File: src/rtl/grid_matrix_scanner.sv
`default_nettype none
// ============================================================================
//  Module   : grid_matrix_scanner
//  Purpose  : Double-buffered 8x8 LED row scanner with inter-row blanking and
//             per-frame live-cell population count.
//  Revision : 1.0 - initial release
// ============================================================================
module grid_matrix_scanner #(
    parameter int DWELL = 1000,
    parameter int BLANK = 8
) (
    input  logic        clka,
    input  logic        rst_n,
    input  logic [63:0] grid,
    input  logic        grid_load,
    input  logic        enable,
    output logic [7:0]  row_n,
    output logic [7:0]  col,
    output logic        frame_done,
    output logic [6:0]  population,
    output logic        pending
);

    localparam int c_cnt_w = (DWELL > 2) ? $clog2(DWELL) : 1;
    localparam logic [c_cnt_w-1:0] c_cnt_last = c_cnt_w'(DWELL - 1);
    localparam logic [c_cnt_w-1:0] c_blank    = c_cnt_w'(BLANK);
    localparam logic [c_cnt_w-1:0] c_cnt_one  = c_cnt_w'(1);

    generate
        if ((DWELL < 2) || (BLANK < 0) || (BLANK >= DWELL)) begin : g_param_check
            $error("grid_matrix_scanner: need DWELL >= 2 and 0 <= BLANK < DWELL");
        end
    endgenerate

    logic [63:0]        r_shadow;
    logic [63:0]        r_disp;
    logic               r_pending;
    logic [2:0]         r_row;
    logic [c_cnt_w-1:0] r_cnt;
    logic [6:0]         r_acc;
    logic [7:0]         r_row_n;
    logic [7:0]         r_col;
    logic               r_frame_done;
    logic [6:0]         r_population;

    logic [7:0]         w_row_bits;
    logic [3:0]         w_row_pop;
    logic               w_slot_end;
    logic               w_boundary;
    logic               w_transfer;

    assign w_row_bits = r_disp[{r_row, 3'b000} +: 8];
    assign w_slot_end = enable && (r_cnt == c_cnt_last);
    assign w_boundary = w_slot_end && (r_row == 3'd7);
    // While disabled the display buffer tracks the shadow so re-enable is current.
    assign w_transfer = r_pending && (w_boundary || !enable);

    always_comb begin
        w_row_pop = 4'd0;
        for (int i = 0; i < 8; i++) begin
            w_row_pop = w_row_pop + {3'b000, w_row_bits[i]};
        end
    end

    // Buffers: a load on a transfer cycle lands in shadow while disp takes the old shadow.
    always_ff @(posedge clka or negedge rst_n) begin
        if (!rst_n) begin
            r_shadow  <= 64'd0;
            r_disp    <= 64'd0;
            r_pending <= 1'b0;
        end else begin
            if (grid_load) begin
                r_shadow <= grid;
            end
            if (w_transfer) begin
                r_disp <= r_shadow;
            end
            if (grid_load) begin
                r_pending <= 1'b1;
            end else if (w_transfer) begin
                r_pending <= 1'b0;
            end
        end
    end

    always_ff @(posedge clka or negedge rst_n) begin
        if (!rst_n) begin
            r_row        <= 3'd0;
            r_cnt        <= '0;
            r_acc        <= 7'd0;
            r_population <= 7'd0;
        end else if (!enable) begin
            r_row <= 3'd0;
            r_cnt <= '0;
            r_acc <= 7'd0;
        end else if (w_slot_end) begin
            r_cnt <= '0;
            r_row <= r_row + 3'd1;
            if (w_boundary) begin
                r_population <= r_acc + {3'b000, w_row_pop};
                r_acc        <= 7'd0;
            end else begin
                r_acc <= r_acc + {3'b000, w_row_pop};
            end
        end else begin
            r_cnt <= r_cnt + c_cnt_one;
        end
    end

    // Drivers are registered from the current counter state, lagging it by one cycle.
    always_ff @(posedge clka or negedge rst_n) begin
        if (!rst_n) begin
            r_row_n      <= 8'hFF;
            r_col        <= 8'h00;
            r_frame_done <= 1'b0;
        end else begin
            r_frame_done <= w_boundary;
            if (!enable || (r_cnt < c_blank)) begin
                r_row_n <= 8'hFF;
                r_col   <= 8'h00;
            end else begin
                r_row_n <= ~(8'h01 << r_row);
                r_col   <= w_row_bits;
            end
        end
    end

    assign row_n      = r_row_n;
    assign col        = r_col;
    assign frame_done = r_frame_done;
    assign population = r_population;
    assign pending    = r_pending;

endmodule
`default_nettype wire
File: config.mk
export PLATFORM = sky130hd
export DESIGN_NAME = grid_matrix_scanner
export DESIGN_NICKNAME = d
export VERILOG_FILES = /design/src/rtl/grid_matrix_scanner.sv
export SDC_FILE = /design/constraint.sdc
export NUM_CORES = 1
export LEC_CHECK = 0
export ABC_CLOCK_PERIOD_IN_PS = 4300
export CAP_MARGIN = 30
export CORE_UTILIZATION = 41
export CTS_CLUSTER_DIAMETER = 120
export DETAILED_ROUTE_END_ITERATION = 12
export PLACE_DENSITY_LB_ADDON = 0.05
export SYNTH_ARGS = -nofsm -noshare
export SYNTH_HDL_FRONTEND = slang
export SYNTH_SLANG_ARGS = --single-unit
File: constraint.sdc
create_clock -name clka -period 4.3 [get_ports clka]
set_input_delay 0.86 -clock clka [delete_from_list [all_inputs] [get_ports clka]]
set_output_delay 0.86 -clock clka [all_outputs]
set_load 0.005 [all_outputs]
# Word-level counts from Yosys, hierarchy flattened
# Index checks and enable logic that the tools add are counted.
# Widths: inputs -> output; s select.
word_totals:
  reg_bits: 173
  input_bits: 68
  out_inout_bits: 25
  elab_cells: 46
op_classes:
  addsub: 10
  magnitude_cmp: 1
  eq_ne: 3
  shift: 2
  mux: 11
  n_bitwise: 1
  reduce_logical: 8
ops:
  columns: ["op", "count"]
  rows:
  - ["$shiftx 64x7->8", 1]
  - ["$mux 7", 3]
  - ["$mux 10", 2]
  - ["$add 4x1->4", 4]
  - ["$mux 8", 2]
  - ["$add 10x1->10 const B", 1]
  - ["$eq 10x10->1 const B", 1]
  - ["$lt 10x4->1 const B", 1]
  - ["$not 8->8", 1]
  - ["$shl 1x3->8 const A", 1]
  - ["$add 7x4->7", 1]
  - ["$mux 3", 2]
  - ["$add 3x1->4", 1]
  - ["$add 2x1->3", 1]
  - ["$add 3x1->3 const B", 1]
  - ["$eq 3x3->1 const B", 1]
  - ["$logic_and 1x1->1", 3]
  - ["$reduce_and 3->1", 1]
  - ["$add 1x1->2", 1]
  - ["$logic_or 1x1->1", 2]
  - ["$mux 1", 2]
  - ["$ne 2x1->1 const B", 1]
  - ["$reduce_bool 2->1", 1]
  - ["$logic_not 1->1", 1]

# Longest topological paths before layout
# Gate-level depths: netlist (run 1).
depth:
  word_depth: 12
  ltp_mapped: 16
  depth_no_buf: 15

# Least setup slack after synthesis (run 1)
# Ideal clock, no wire load.
synth_path:
  path_kind: "flip-flop to flip-flop"
  startpoint: "reg r_row[0]"
  endpoint: "reg r_population[6] (netlist: population[6])"
  setup_ps: 128
  arrival_time_ps: 4131
  required_time_ps: 4172
  slack_ps: 41
  stages_incl_launch_ff: 17
  n_path_buf: 1
  period_less_slack_ps: 4259
  path_cell_list: "dfrtp_1 buf_2 mux4_2 mux2i_1 fa_1 inv_1 fa_1 inv_1 fa_1 inv_1 fa_1 inv_1 fa_1 nand2b_1 a211oi_1 xnor2_1 a21oi_1"
synth_between:
  elab_chain_cells: 9
  elab_cells_between_ends: 12
  classes_between: "8 x add/sub; 1 x eq/ne; 1 x shift; 2 x reduce/logical"
synth_rtl:
  columns: ["item", "line_no", "rtl"]
  rows:
  - ["from (decl)", "38", "logic [2:0] r_row;"]
  - ["from (signal assigned)", "98", "r_row <= r_row + 3'd1;"]
  - ["$shiftx 64x7->8", "52", "assign w_row_bits = r_disp[{r_row, 3'b000} +: 8];"]
  - ["$add 1x1->2", "61", "w_row_pop = w_row_pop + {3'b000, w_row_bits[i]};"]
  - ["$add 2x1->3", "61", null]
  - ["$add 3x1->4", "61", null]
  - ["$add 4x1->4 (4 in a row)", "61", null]
  - ["$add 7x4->7", "100", "r_population <= r_acc + {3'b000, w_row_pop};"]
  - ["to (signal assigned)", "100", null]
  - ["to (decl)", "44", "logic [6:0] r_population;"]
# Several ways; a longest one is shown, not always the timed one.
# A chain may end at the register's enable or synchronous reset.

# Final worst setup path (run 1)
layout_path:
  startpoint: "reg r_row[0]"
  endpoint: "reg r_acc[2]"
layout_between:
  elab_chain_cells: 12
  elab_cells_between_ends: 14
  classes_between: "8 x add/sub; 1 x eq/ne; 1 x shift; 3 x mux; 1 x reduce/logical"
layout_rtl:
  columns: ["item", "line_no", "rtl"]
  rows:
  - ["$shiftx 64x7->8", "52", null]
  - ["$add 1x1->2", "61", null]
  - ["$add 2x1->3", "61", null]
  - ["$add 3x1->4", "61", null]
  - ["$add 4x1->4 (4 in a row)", "61", null]
  - ["$add 7x4->7", "103", "r_acc <= r_acc + {3'b000, w_row_pop};"]
  - ["$mux 7 (*)", "99", "if (w_boundary) begin"]
  - ["$mux 7 (*)", "96", "end else if (w_slot_end) begin"]
  - ["$mux 7 (*)", "92", "end else if (!enable) begin"]
  - ["to (signal assigned)", "103", null]
  - ["to (decl)", "40", "logic [6:0] r_acc;"]
# Every way passes the cells marked *; elsewhere a longest branch is shown, timed or not. The select of a mux whose other input is x is not followed.

==> results.py, run 1 <==
metrics = {
    "min_path": {
        "hold_path.class": "in2async",
    },
    "drt": {
        "drtIter0Drc": 203,
        "vias": 4334,
        "wl_per_cell_um": 17.5,
        "viasPerCell": 5.07,
        "ant_nets": 0,
        "dr.pass1.iters": 5,
        "routed_wl_mm": 14.9,
        "drt_drc_violations_left": 0,
    },
    "floorplanning": {
        "fp.coreArea_sq_um": 17500,
        "io_pins": 93,
        "start_util_pct": 42.4,
        "die_h_um": 136,
        "fp.dieArea_sq_um": 18600,
        "num_rows": 48,
        "die_w_um": 136,
    },
    "timing": {
        "hold_violations": 0,
        "tightest_slew_ns": 0.979,
        "fin_ws_ns": 0.205,
        "finClkSkew_ns": 0.00837,
        "setup_tns_ns": 0,
        "slew_headroom_pct": 34.0,
        "final_max_slew_viol_count": 0,
        "finalSetupViolCount": 0,
        "post-route-min-period_ns": 4.09,
        "fin_crit_sh_pct": 95.2,
        "clock.fmax_mhz": 244,
    },
    "finish": {
        "final_cell_count_no_fill": 854,
        "diodes": 0,
        "drive_above_1_share_pct": 34.3,
        "fin_nets": 702,
        "synthToLayoutAreaGrowth_pct": 25.3,
        "final_cell_mix": "dfrtp_1 (163), mux2_2 (118), clkdlybuf4s50_1 (90)",
        "layout_commonest_cell": "dfrtp_1",
    },
    "synth": {
        "syn_area_sq_um": 7410,
        "yosys.cell_types.count": 41,
        "ys_seq_area_share_pct": 58.5,
        "yosysTopAreaCellShare_pct": 55.7,
        "synth_nets": 597,
        "async_flop_share_pct": 100,
        "synth_area_leaders": "dfrtp_1 (56%), mux2_2 (18%), mux4_2 (4.9%)",
        "ys_seq_elements": 173,
        "yosysWarningCount": 0,
        "ys.flop_type": "dfrtp_1",
        "synthCells": 511,
        "synth_largest_area_cell": "dfrtp_1",
        "synth_area_per_cell_sq_um": 14.5,
        "synth_edf_count": 0,
    },
    "critical_path": {
        "crit_type": "reg2reg",
        "crit_path_end_kind": "flip-flop",
        "startpoint_type": "flip-flop",
        "slowest_stage": "mux4_2",
        "worst_ep_required_time_ns": 4.64,
        "cp.arrival_ns": 4.44,
        "critical-path-max-stage-delay_ns": 0.55,
        "cp_max_fo": 6,
        "path_cells": "mux4_2 > mux2i_4 > fa_1 > inv_1 > fa_1 > inv_2 > fa_1 > inv_2 > fa_2 > inv_2 > fa_2 > buf_4 > xor2_1 > or3_1 > a21oi_2",
    },
    "placed_design": {
        "dp_slack_ns": -0.101,
        "dp.cells": 819,
        "io_buffers": 92,
        "gp_congestion": 0.850,
        "hpwl_mm": 10.5,
    },
    "global_routing": {
        "grt_use_total_pct": 17.8,
        "antenna_found_initial": 0,
        "grt-ovfl-total": 0,
        "grt_pass1_wl_mm": 24.5,
        "grt_pass1_vias": 4588,
        "grt_max_degree": 129,
    },
    "clock_network": {
        "cts-root-buf": "clkbuf_16",
        "cts_buffers": 17,
        "clk_path_buf_depth": 2,
        "clk_latency_ns": 0.42,
        "h-tree-depth": 4,
        "clk_pin_slew_worst_paths_ns": 0.07,
        "cts_sinks": 173,
        "cts_tree": "built",
    },
    "flow_run": {
        "drv_cap": 0,
    },
    "pwr": {
        "peakVddDrop_mv": 0.277,
        "leakage_nw": 3.90,
        "power.density_nw_per_um2": 437,
    },
    "outcome": {
        "status": "finished clean",
    },
}
-- state kept, by name, indices dropped and copies added, names as in the netlist --
| name | cells |
|---|---|
| r_row | 3 |
| frame_done | 1 |
| r_acc | 7 |
| population | 7 |
| pending | 1 |
| r_shadow | 64 |
| r_cnt | 10 |
| r_disp | 64 |
| row_n | 8 |
| col | 8 |
-- power breakdown --
| part | switching [mW] | internal, mW | leakage (nW) | total [mW] |
|---|---|---|---|---|
| registers | 0.109 | 1.81 | 2.08 | 1.92 |
| logic | 0.254 | 0.370 | 1.52 | 0.624 |
| clock network | 0.618 | 0.889 | 0.291 | 1.51 |
| total | 0.982 | 3.07 | 3.90 | 4.05 |
-- kinds of logic after synthesis --
group | after synthesis | share of synthesized area [%]
buf+inv | 39 | 2.63
xor+xnor | 14 | 1.65
flops | 173 | 58.5
simple gates | 90 | 5.55
mux | 153 | 25.6
fa+ha+maj | 18 | 3.55
compound gates | 24 | 2.50
-- worst max-delay path, delay by kind of cell (launching register included) --
kind                     cells  cell delay (ns)
AO/OA/AOI/OAI                1             0.13
XOR/XNOR                     1             0.14
adder cells (fa/ha/maj)      5             1.80
buffers and inverters        5             0.40
flip-flops                   1             0.45
multiplexers                 2             0.73
AND/OR/NAND/NOR              1             0.37
-- synth_stat cells, drive strengths merged, types with 9 or more instances --
library cell and count:
dfrtp 165, mux2 131, nand2 36, nor2 27, mux4 16, inv 15, clkbuf 14, ha 13
a21oi 12, nand3 12, buf 10, xnor2 9
-- what timing repair did --
action	in CTS	in global routing
gates resized for setup	3	13
endpoints found under the setup margin	4	7
hold buffers	0	0
pin swaps	0	7
setup buffers	0	3
-- per-stage QoR --
stage	hold WS [ns]	power [mW]	utilization, %	area [sq um]
after detailed placement	0.457	2.54	49.3	8620
after CTS	0.355	4.06	52.7	9210
after floorplan	0.433	2.29	-	7410
after global routing	0.373	4.27	53.1	9290
final	0.356	4.05	53.1	9290
after global placement	0.458	2.52	49.3	8620
-- path summary, 6_finish.rpt --
path	from	depth (start not counted)	to	slack (ns)
setup / recovery	r_row[0]	15	r_acc[2]	0.21
hold / removal	rst_n	1	frame_done	0.36
setup reg to reg	r_row[0]	15	r_acc[2]	0.21
hold reg to reg	r_cnt[0]	1	r_cnt[0]	0.46
max in group asynchronous	rst_n	2	r_shadow[12]	2.89
min in group clka	r_cnt[0]	1	r_cnt[0]	0.46
-- per-layer routing --
layer  track usage [%]  routed length, um  vias up
met2              27.7               7290       81
met5                 0                  0        -
met3              3.84                438       13
met4              6.23                188        0
met1              24.4               7030     2239
li1                  -                  -     2001
-- area by class of cell --
type,count,area [sq um]
Clock buffer,23,508
Clock inverter,9,82.6
Fill cell,1435,8190
Inverter,15,56.3
Multi-Input combinational cell,299,2940
Sequential cell,173,4340
Tap cell,225,282
Timing Repair Buffer,110,1080
No activity file was read; power rests on OpenSTA's default activity.
==> inputs of run 2 (changes only) <==
Settings changed: ABC_AREA set to 0.
==> results of run 2 <==
Final layout, timing and power as in run 1 (identical DEF).
==> inputs of run 3 (changes only) <==
Settings changed: GPL_TIMING_DRIVEN set to 0.
==> results.py, run 3 (same netlist as run 1, synthesis figures left out) <==
metrics = {
    "critical_path": {
        "cp.arrival_ns": 4.57,
        "reg2reg_depth": 16,
        "cp_max_fo": 8,
        "cp_num_buf_inv": 5,
        "cp.depth": 16,
        "slowest_stage": "mux4_2",
        "cp-startpoint": "r_row[0]",
        "startpoint_type": "flip-flop",
        "path_cells": "buf_12 > mux4_2 > mux2i_4 > fa_1 > inv_1 > fa_1 > inv_2 > fa_1 > inv_1 > fa_2 > inv_2 > fa_2 > nand2b_4 > a21oi_4 > xor2_2 > mux2_4",
        "crit_path_end_kind": "flip-flop",
        "crit_path_frequent_cell": "fa_1",
        "path_delay_family": "adder cells",
        "r2r-end": "population[4]",
        "crit_type": "reg2reg",
        "worst_ep_required_time_ns": 4.62,
        "critical-path-max-stage-delay_ns": 0.56,
        "rrSetupSlack_ns": 0.05,
        "reg2reg_from": "r_row[0]",
    },
    "floorplanning": {
        "fp.coreArea_sq_um": 17500,
        "io_pins": 93,
        "num_rows": 48,
        "die_h_um": 136,
        "die_w_um": 136,
        "start_util_pct": 42.4,
        "fp.dieArea_sq_um": 18600,
    },
    "drt": {
        "vias": 4425,
        "wl_per_cell_um": 17.9,
        "ant_nets": 0,
        "viasPerCell": 5.08,
        "dr.pass1.iters": 4,
        "routed_wl_mm": 15.6,
        "drtIter0Drc": 223,
        "drt_drc_violations_left": 0,
    },
    "timing": {
        "finalSetupViolCount": 0,
        "hold_violations": 0,
        "final_max_slew_viol_count": 0,
        "slew_headroom_pct": 35.4,
        "tightest_slew_ns": 0.969,
        "setup_tns_ns": 0,
        "clock.fmax_mhz": 235,
        "post-route-min-period_ns": 4.25,
        "fin_ws_ns": 0.0522,
        "fin_crit_sh_pct": 98.8,
        "finClkSkew_ns": 0.0109,
        "rsz0062_at_grt": "yes",
    },
    "global_routing": {
        "grt_use_total_pct": 18.8,
        "grt_pass1_wl_mm": 25.4,
        "grt.met3_usage_pct": 4.18,
        "use_met1_pct": 24.8,
        "grt_pass1_vias": 4711,
        "antenna_found_initial": 0,
        "grt-busiest-layer": "met2",
        "met2_usage_pct": 30.1,
        "grt-ovfl-total": 0,
        "grt_max_degree": 99,
    },
    "min_path": {
        "hold_path.class": "in2async",
    },
    "pwr": {
        "pwr-share-clk_pct": 39.5,
        "p_switching_mw": 1.07,
        "p_sw_share_pct": 25.2,
        "power_mw": 4.26,
        "peakVddDrop_mv": 0.335,
        "power.internal_mw": 3.19,
        "seqPwrFrac_pct": 44.7,
        "combPwrFrac_pct": 15.8,
        "leakage_nw": 3.98,
        "power.density_nw_per_um2": 450,
    },
    "outcome": {
        "status": "finished clean",
    },
    "finish": {
        "synthToLayoutAreaGrowth_pct": 28.0,
        "fin_util_pct": 54.3,
        "top_regs": "r_disp: 64 flops, r_shadow: 64 flops, r_cnt: 10 flops",
        "drive_above_1_share_pct": 33.9,
        "fin_nets": 719,
        "diodes": 0,
        "nFillCells": 1435,
        "layout_commonest_cell": "dfrtp_1",
        "final_area_sq_um": 9490,
        "final_cell_mix": "dfrtp_1 (164), mux2_2 (117), clkdlybuf4s50_1 (90)",
    },
    "placed_design": {
        "hpwl_mm": 11.1,
        "postPlaceCellArea_sq_um": 8640,
        "gp_congestion": 0.868,
        "dp_slack_ns": -0.718,
        "io_buffers": 91,
    },
    "clock_network": {
        "cts_tree": "built",
        "cts-root-buf": "clkbuf_16",
        "cts_buffers": 17,
        "clk_path_buf_depth": 2,
        "clk_latency_ns": 0.44,
        "holdBufCountCts": 0,
        "cts_sinks": 173,
        "h-tree-depth": 4,
        "clk_pin_slew_worst_paths_ns": 0.07,
    },
    "flow_run": {
        "drv_cap": 0,
    },
}
[run 3: changes by cell type in the layout (fill, tap and decap cells not counted), sizes merged]
| cell | before | now |
|---|---|---|
| clkbuf | 23 | 30 |
| clkinv | 5 | 3 |
| buf | 20 | 24 |
| inv | 16 | 22 |
| clkinvlp | 2 | 1 |
| bufinv | 1 | 4 |
[run 3: cell type report]
cell class              instances  area, sq um  share of cell area, %
clock buffers                  17          425                   4.48
plain buffers                  23          164                   1.73
well taps                     225          282                   2.97
multi-input cells             299         2960                   31.2
inverters                      15         56.3                  0.594
clock inverters                15          226                   2.39
flip-flops and latches        173         4340                   45.8
repair buffers                104         1030                   10.9
[run 3: routing by layer]
layer  vias to the layer above  wire length (um)  share of wire [%]
li1                       2043                 -                  -
met1                      2270              7050                 45
met2                        94              7690                 49
met3                        18               606                3.9
met4                         0               287                1.8
met5                         -                 0                  0
[run 3: worst reg2reg max path, cell delays in order (launching register included)]
cell and delay (ns):
dfrtp_1 0.39, buf_12 0.15, mux4_2 0.56, mux2i_4 0.22, fa_1 0.42, inv_1 0.08, fa_1 0.43, inv_2 0.07
fa_1 0.38, inv_1 0.08, fa_2 0.22, inv_2 0.04, fa_2 0.35, nand2b_4 0.18, a21oi_4 0.18, xor2_2 0.10
mux2_4 0.27
[run 3: how the worst max path moves through the flow]
stage,slack (ns),end
after floorplan,0.04,population[6]
after CTS,-0.03,population[6]
after global routing,-0.12,population[6]
after detailed placement,-0.72,population[4]
final,0.05,population[4]
after global placement,-4.66,r_shadow[18]
[run 3: per-stage QoR]
stage               hold WS [ns]  std cells
global placement           0.447        827
floorplan                  0.433        511
global route               0.415        871
finish                     0.380        871
detailed placement         0.453        829
CTS                        0.405        865
[run 3: power by group through the flow]
stage                     Combinational, mW  Clock (mW)  Sequential, mW
final                                 0.672        1.69            1.91
after floorplan                       0.395           0            1.90
after CTS                             0.671        1.73            1.91
after global placement                0.589           0            1.94
after global routing                  0.751        1.79            1.93
after detailed placement              0.609           0            1.94
[run 3: repair_timing]
| item | CTS | global route |
|---|---|---|
| pin swaps | 2 | 8 |
| setup buffers | 5 | 6 |
| endpoints found under the setup margin | 14 | 7 |
| resized for setup | 21 | 6 |
| endpoints found under the hold margin | 0 | 0 |
==> edit: new RTL, settings of run 1 <==
Change the parameter `BLANK` from 8 to 6.
--- a/src/rtl/grid_matrix_scanner.sv
+++ b/src/rtl/grid_matrix_scanner.sv
@@ -7,7 +7,7 @@
 // ============================================================================
 module grid_matrix_scanner #(
     parameter int DWELL = 1000,
-    parameter int BLANK = 8
+    parameter int BLANK = 6
 ) (
     input  logic        clka,
     input  logic        rst_n,
Function: changed (Yosys sat finds a counterexample within 10 cycles, from zero or initial values and one cycle with rst_n low).
==> edit against run 1 <==
The flow now finishes with violations (design-rule violations). Area after synthesis up 3.4%. Routed wire length down 0.84%. Worst setup slack lost 98 ps. Combinational power rose by 17%. Clock power is 9.9% higher. Power is 6.7% higher. Sequential cell count unchanged. Design area is 3.8% higher. First-iteration DRC count shrank 4.4%. Critical endpoint is now population[4]. Largest cell class unchanged. Largest power group unchanged.
==> edit: results (changes against run 1) <==
| Metric | Value |
|---|---|
| Status | `complete, but fails checks` |
| Failing checks | `design-rule violations` |
| Syn_nets | `595 (-0.34%)` |
| Net Sw Frac | `0.238 (-0.00380)` |
| Vias per cell | `5.02 (-1.0%)` |
| Synth top area share | `0.539 (-0.0185)` |
| Largest net degree at the start of global routing | `91 (-29%)` |
| Comb_multi_in | `302 (+1.0%)` |
| Distinct cells, synth | `46 (+12%)` |
| Critical Path AT | `4500 ps (+60 ps)` |
| Proportion of layout cells with a drive suffix above 1 | `0.366 (+0.0227)` |
| Clk_skew | `8.85 ps (+0.482 ps)` |
| Clock network share of area | `0.0675 (+0.00392)` |
| Final instance area | `9640 um2 (+3.8%)` |
| Signal buffers | `113 (+2.7%)` |
| CP max stage cell | `fa_1` |
| Vias | `4320 (-0.32%)` |
| Clkbuf count | `21 (-8.7%)` |
| Setup Fix Bufs, Post-CTS | `2 (+2)` |
| Multi-input gate share of total cell area | `0.331 (+0.0149)` |
| Cts bufs inserted | `17 (unchanged)` |
| Area after DPL | `8930 um2 (+3.7%)` |
| Clock power frac | `0.385 (+0.013)` |
| Place WS | `-133 ps (-31.8 ps)` |
| Residual DRC | `5 (+5)` |
| LEAKAGE | `4.23 nW (+8.6%)` |
| Post-Place Cells | `827 (+0.98%)` |
| Synth Flop Type | `dfrtp_1` |
| Routed len/inst | `17.2 um (-1.5%)` |
| Max VDD drop | `284 uV (+2.5%)` |
| Drt first pass iters | `10 (+5)` |
| Wire length of the first global-routing pass | `25.2 mm (+2.7%)` |
| Number of gates resized after cts | `5 (+2)` |
| Inverters | `11 (-4)` |
| Initial DRC count | `194 (-4.4%)` |
| Largest cells by area after synthesis | `dfrtp_1, mux2_4, mux2_2, mux4_2, dfstp_2` |
| Final GP Congestion | `0.826 (-2.9%)` |
| NonClk Buf Share | `0.117 (+0.000587)` |
| Ant diodes | `0 (unchanged)` |
| Filler cell count | `1522 (+6.1%)` |
| Vias in the first global route | `4728 (+3.1%)` |
| Sw power | `1.03 mW (+5.0%)` |
-- edit: metal layers --
metal	global-route usage	up-vias	wire [um]
li1	-	2013	-
met1	0.230	2219	6940
met2	0.274	83	7220
met3	0.0428	5	553
met4	0.0421	0	109
met5	0	-	0
-- edit: final timing paths --
path,start,end,slack (ps),cells after the start
hold / removal,rst_n,r_cnt[4],290,1
hold reg to reg,r_cnt[0],r_cnt[0],480,1
setup reg to reg,r_row[0],population[4],110,14
max in group asynchronous,rst_n,r_row[1],3250,2
min in group clka,r_cnt[0],r_cnt[0],480,1
setup / recovery,r_row[0],population[4],110,14
-- edit: cell families after synthesis --
| group | share of synthesized area |
|---|---|
| AO/OA/AOI/OAI | 0.0224 |
| multiplexers | 0.276 |
| buffers and inverters | 0.0235 |
| XOR/XNOR | 0.0160 |
| adder cells (fa/ha/maj) | 0.0343 |
| flip-flops | 0.566 |
| AND/OR/NAND/NOR | 0.0623 |
